File: src/rtl/onehot_to_bin_pipe.sv
// Multi-channel pipelined one-hot to binary encoder with zero/multi-hot flags per channel.
// Latency: PIPE_STAGES cycles (1 or 2) from input handshake to out_valid.
// Backpressure: combinational ready chain, 1 beat/cycle, stalls upstream when all stages full.
// Optional: define ONEHOT_TO_BIN_ERR_CNT_EN to add err_cnt/err_clr (saturating bad-channel counter).
module onehot_to_bin_pipe #(
   parameter int OH_WIDTH    = 8,
   parameter int BIN_WIDTH   = (OH_WIDTH == 1) ? 1 : $clog2(OH_WIDTH),
   parameter int NUM_CH      = 4,
   parameter int PIPE_STAGES = 2,
   parameter int MODE        = 0
) (
   input  logic                          clk,
   input  logic                          rst,
   input  logic                          in_valid,
   output logic                          in_ready,
   input  logic [NUM_CH*OH_WIDTH-1:0]    in_onehot,
   output logic                          out_valid,
   input  logic                          out_ready,
   output logic [NUM_CH*BIN_WIDTH-1:0]   out_bin,
   output logic [NUM_CH-1:0]             out_zero,
   output logic [NUM_CH-1:0]             out_multi
`ifdef ONEHOT_TO_BIN_ERR_CNT_EN
   ,
   input  logic                          err_clr,
   output logic [15:0]                   err_cnt
`endif
);

   // Source feeding the encoder: raw input (1 stage) or stage-1 register (2 stages)
   logic [NUM_CH*OH_WIDTH-1:0]  enc_src;
   logic                        src_valid;
   logic                        src_ready;

   logic [NUM_CH*BIN_WIDTH-1:0] enc_bin;
   logic [NUM_CH-1:0]           enc_zero;
   logic [NUM_CH-1:0]           enc_multi;

   // Per-channel scratch for the encoder scan
   logic [BIN_WIDTH-1:0]        idx_or;
   logic [BIN_WIDTH-1:0]        idx_lo;
   logic [BIN_WIDTH-1:0]        idx_hi;
   logic                        seen_one;
   logic                        seen_two;

   // The output stage can load when empty or when its beat is leaving this cycle
   assign src_ready = !out_valid || out_ready;

   generate
      if (PIPE_STAGES == 1) begin : g_one_stage
         assign enc_src   = in_onehot;
         assign src_valid = in_valid;
         assign in_ready  = src_ready;
      end else begin : g_two_stage
         logic                       s1_valid;
         logic [NUM_CH*OH_WIDTH-1:0] s1_onehot;

         assign enc_src   = s1_onehot;
         assign src_valid = s1_valid;
         assign in_ready  = !s1_valid || src_ready;

         // Stage-1 valid: advances whenever the stage can accept
         always_ff @(posedge clk) begin
            if (rst)
               s1_valid <= 1'b0;
            else if (in_ready)
               s1_valid <= in_valid;
         end

         // Stage-1 raw code capture; data needs no reset
         always_ff @(posedge clk) begin
            if (in_ready && in_valid)
               s1_onehot <= in_onehot;
         end
      end
   endgenerate

   // Encode every channel: OR / lowest / highest set index plus zero and multi-hot flags
   always_comb begin
      enc_bin   = '0;
      enc_zero  = '0;
      enc_multi = '0;
      idx_or    = '0;
      idx_lo    = '0;
      idx_hi    = '0;
      seen_one  = 1'b0;
      seen_two  = 1'b0;
      for (int c = 0; c < NUM_CH; c++) begin
         idx_or   = '0;
         idx_lo   = '0;
         idx_hi   = '0;
         seen_one = 1'b0;
         seen_two = 1'b0;
         for (int i = 0; i < OH_WIDTH; i++) begin
            if (enc_src[c*OH_WIDTH + i]) begin
               idx_or = idx_or | BIN_WIDTH'(i);
               if (!seen_one)
                  idx_lo = BIN_WIDTH'(i);
               idx_hi = BIN_WIDTH'(i);
               if (seen_one)
                  seen_two = 1'b1;
               seen_one = 1'b1;
            end
         end
         enc_zero[c]  = !seen_one;
         enc_multi[c] = seen_two;
         // With a single bit set all three resolutions agree, so MODE only matters for multi-hot
         if (MODE == 1)
            enc_bin[c*BIN_WIDTH +: BIN_WIDTH] = idx_lo;
         else if (MODE == 2)
            enc_bin[c*BIN_WIDTH +: BIN_WIDTH] = idx_hi;
         else
            enc_bin[c*BIN_WIDTH +: BIN_WIDTH] = idx_or;
      end
   end

   // Output stage: registered index and flags, held while downstream stalls
   always_ff @(posedge clk) begin
      if (rst) begin
         out_valid <= 1'b0;
         out_bin   <= '0;
         out_zero  <= '0;
         out_multi <= '0;
      end else if (src_ready) begin
         out_valid <= src_valid;
         if (src_valid) begin
            out_bin   <= enc_bin;
            out_zero  <= enc_zero;
            out_multi <= enc_multi;
         end
      end
   end

`ifdef ONEHOT_TO_BIN_ERR_CNT_EN
   logic [16:0] err_add;
   logic [16:0] err_sum;

   // Number of bad channels in the beat currently presented at the output
   always_comb begin
      err_add = '0;
      for (int c = 0; c < NUM_CH; c++)
         err_add = err_add + 17'(out_zero[c] | out_multi[c]);
      err_sum = {1'b0, err_cnt} + err_add;
   end

   // Saturating error counter; clear wins over a same-cycle increment
   always_ff @(posedge clk) begin
      if (rst)
         err_cnt <= '0;
      else if (err_clr)
         err_cnt <= '0;
      else if (out_valid && out_ready)
         err_cnt <= err_sum[16] ? 16'hFFFF : err_sum[15:0];
   end
`endif

endmodule

File: config.mk
export PLATFORM = sky130hd
export DESIGN_NAME = onehot_to_bin_pipe
export DESIGN_NICKNAME = d
export VERILOG_FILES = /design/src/rtl/onehot_to_bin_pipe.sv
export SDC_FILE = /design/constraint.sdc
export NUM_CORES = 1
export LEC_CHECK = 0
export ABC_CLOCK_PERIOD_IN_PS = 5200
export CAP_MARGIN = 0
export CORE_MARGIN = 2
export CORE_UTILIZATION = 45
export DETAILED_ROUTE_END_ITERATION = 16
export HOLD_SLACK_MARGIN = 0.06
export PLACE_DENSITY = 0.88
export SLEW_MARGIN = 20
export SYNTH_ARGS = -nofsm -noshare
export SYNTH_HDL_FRONTEND = slang
export SYNTH_SLANG_ARGS = --single-unit
File: constraint.sdc
create_clock -name clk -period 5.2 [get_ports clk]
set_clock_uncertainty 0.15 [all_clocks]
set_input_delay 1.3 -clock clk [delete_from_list [all_inputs] [get_ports clk]]
set_output_delay 1.3 -clock clk [all_outputs]
set_load 0.005 [all_outputs]
==> flow_summary.yaml <==
run_status:
  status: "completed"
cts:
  htreeDepth: 2
  numClockSinks: 54
  cts_inserted_buffers: 5
  ctsResizeCount: 0
  clkLatencyLatePin_ns: 0.30
  cts_tree: "built"
  path_clk_slew_ns: 0.09
  cts_buffer_depth: 2
  hold_buffers: 0
  cts-root-buf: "clkbuf_8"
  cts_setup_buffers: 0
detailed_routing:
  wl_um: 3810
  wl_per_cell_um: 13.8
  drc: 0
  via_per_inst: 5.47
  initialDrtViolationCount: 57
  dr.pass1.iters: 4
  vias: 1503
  postRouteAntennaNets: 0
pwr:
  p_leak_nw: 0.925
  ir_drop_uv: 189
  power.density_nw_per_um2: 326
logic_synthesis:
  netlist_instances: 162
  ys_ff_latch: 54
  yosys.area_share.simple: 0.158
  synth_compound_area_frac: 0.108
  synth.distinct_cells: 26
  yosys.area.top_type_share: 0.467
  synthAdderAreaFrac: 0.0340
  yosys.area.top_type: "edfxtp_1"
  avgSynthCellArea_um2: 12.7
  synth_mux_area_frac: 0.00486
  netlist_top_cells_area: "edfxtp_1, dfxtp_1, nor4_1, maj3_1, nor2_1"
  synth_top_family_by_area: "simple AND/OR/NAND/NOR gates"
  synth_nets: 198
  synth_xor_area_frac: 0
  ys_warn_count: 0
  seq_area_frac_synth: 0.680
  syn-cell-area_um2: 2060
worst_hold_path:
  hold_depth: 2
  holdPathEnd: "out_bin[10]"
  hp-class: "flop to flop"
  holdCritStartpoint: "out_bin[10]"
final_layout:
  area_growth_pct: 37.4
  fillers: 344
  finalNetCount: 258
  layout-drive-gt1-share: 0.0538
  diodes: 0
sta:
  rsz0062_at_grt: "no"
  final-max-slew-violation-count: 0
  finalSetupViolCount: 0
  fin_crit_sh: 0.804
  relSlewSlack: 0.464
  tightest_slew_ns: 0.801
  finalCriticalPeriod_ns: 4.18
  fin_tns_setup_ns: 0
  whs_ns: 0.307
  timing.fmax_ghz: 0.239
  hold_violations: 0
worst_setup_path:
  worstPathMaxFanout: 9
  crit_path_start_kind: "input port"
  cp_data_arrival_time_ns: 2.73
  r2r_setup_slack_ns: 3.16
  reg2reg_from: "out_valid"
  worstSetupPathType: "input port to primary output"
  r2r_end: "enc_src[13]"
  crit_path_end_kind: "primary output"
  critPathRequiredTime_ns: 3.75
  r2r_cells: 4
  setup.worst_path.start: "out_ready"
die:
  chipWidth_um: 71.7
  core-area_um2: 4380
  initial_core_util: 0.470
  rows: 24
  boundaryPins: 58
  dieArea_um2: 5130
  die_h_um: 71.7
placed_design:
  place_congestion: 0.729
  numPortBuffers: 57
  hpwlAfterDp_um: 2810
global_route:
  grt_util_all_layers: 0.160
  grt_first_pass_wirelength_um: 6350
  first_global_vias: 1441
  antenna_found_initial: 0
  overflow: 0
  grt_max_degree: 23
run:
  cap_violations: 0
[per-stage QoR]
| step | setup WS (ns) | utilization | std cells | cell area [um2] | power [mW] |
|---|---|---|---|---|---|
| after detailed placement | 1.00 | 0.613 | 267 | 2690 | 0.600 |
| final | 1.02 | 0.645 | 275 | 2830 | 0.922 |
| after CTS | 0.995 | 0.645 | 275 | 2830 | 0.932 |
| after global placement | 1.04 | 0.613 | 267 | 2690 | 0.597 |
| after floorplan | 2.06 | - | 162 | 2060 | 0.541 |
| after global routing | 0.823 | 0.645 | 275 | 2830 | 0.961 |
[layer usage]
layer / wire (um) / part of all wire / GRT usage
met4: 52 / 0.014 / 0.0566
met3: 206 / 0.054 / 0.0436
met1: 1570 / 0.41 / 0.190
met2: 1980 / 0.52 / 0.278
met5: 0 / 0 / 0
[final cells by class]
class | count | area [um2] | share of cell area
sequential | 54 | 1400 | 0.495
multi-input combinational | 100 | 627 | 0.222
timing repair buffer | 59 | 586 | 0.207
clock buffer | 6 | 82.6 | 0.0292
tap | 52 | 65.1 | 0.0230
clock inverter | 2 | 60.1 | 0.0212
inverter | 2 | 7.51 | 0.00265
[power by group]
group / leakage (nW) / switching (mW) / total (mW) / internal (mW)
clock: 0.0714 / 0.127 / 0.332 / 0.205
combinational: 0.360 / 0.0332 / 0.0897 / 0.0565
sequential: 0.494 / 0.0190 / 0.500 / 0.481
total: 0.925 / 0.179 / 0.922 / 0.742
[worst max-delay path: stages]
cell and delay [ns]:
clkdlybuf4s50_1 0.40, nor2b_1 0.40, nand2_1 0.15, clkdlybuf4s50_1 0.47
[cell families after synthesis]
logic type	Yosys count
AOI/OAI and AO/OA	31
buffers and inverters	8
adders and majority gates	7
DFF	54
muxes	1
and+or+nand+nor	61
[cells in the final DEF, fill, tap and decap left out, types with 2 or more instances in the layout]
| master | count |
|---|---|
| o41ai_1 | 6 |
| clkdlybuf4s50_1 | 57 |
| maj3_1 | 7 |
| dfxtp_1 | 22 |
| inv_1 | 2 |
| nor2_1 | 16 |
| nand2_1 | 11 |
| nor4_1 | 12 |
| or3_1 | 3 |
| buf_4 | 2 |
| a211oi_1 | 7 |
| nand2b_1 | 2 |
| or4b_1 | 2 |
| clkbuf_8 | 6 |
| bufinv_16 | 2 |
| edfxtp_1 | 32 |
| or4_4 | 2 |
| nor3_1 | 8 |
| a21oi_1 | 11 |
| a311o_1 | 2 |
| o32ai_1 | 2 |
| or4_1 | 3 |
[synth_stat cells, drive strengths merged]
library cell	instances
maj3	7
or4b	2
o31ai	1
o41a	1
buf	1
or3	3
nand2b	2
o21ai	1
o41ai	6
nor2	16
edfxtp	32
a211oi	7
dfxtp	22
o32ai	2
clkbuf	5
nor3	8
inv	2
nor2b	1
a311o	2
or4	5
a21oi	11
mux2i	1
nand2	11
and2	1
nor4	12
[registers in the layout, summed over array words and instances (netlist names)]
signal,flops
g_two_stage.s1_valid,1
enc_src,32
out_bin,12
out_valid,1
out_multi,4
out_zero,4
[worst max-delay path by stage]
stage               endpoint  slack, ns  cells past startpoint
CTS                 in_ready       0.99                      4
detailed placement  in_ready       1.00                      4
global route        in_ready       0.82                      4
finish              in_ready       1.02                      4
global placement    in_ready       1.04                      4
floorplan           in_ready       2.06                      3
Note: power is estimated with default switching activity, not from simulation.
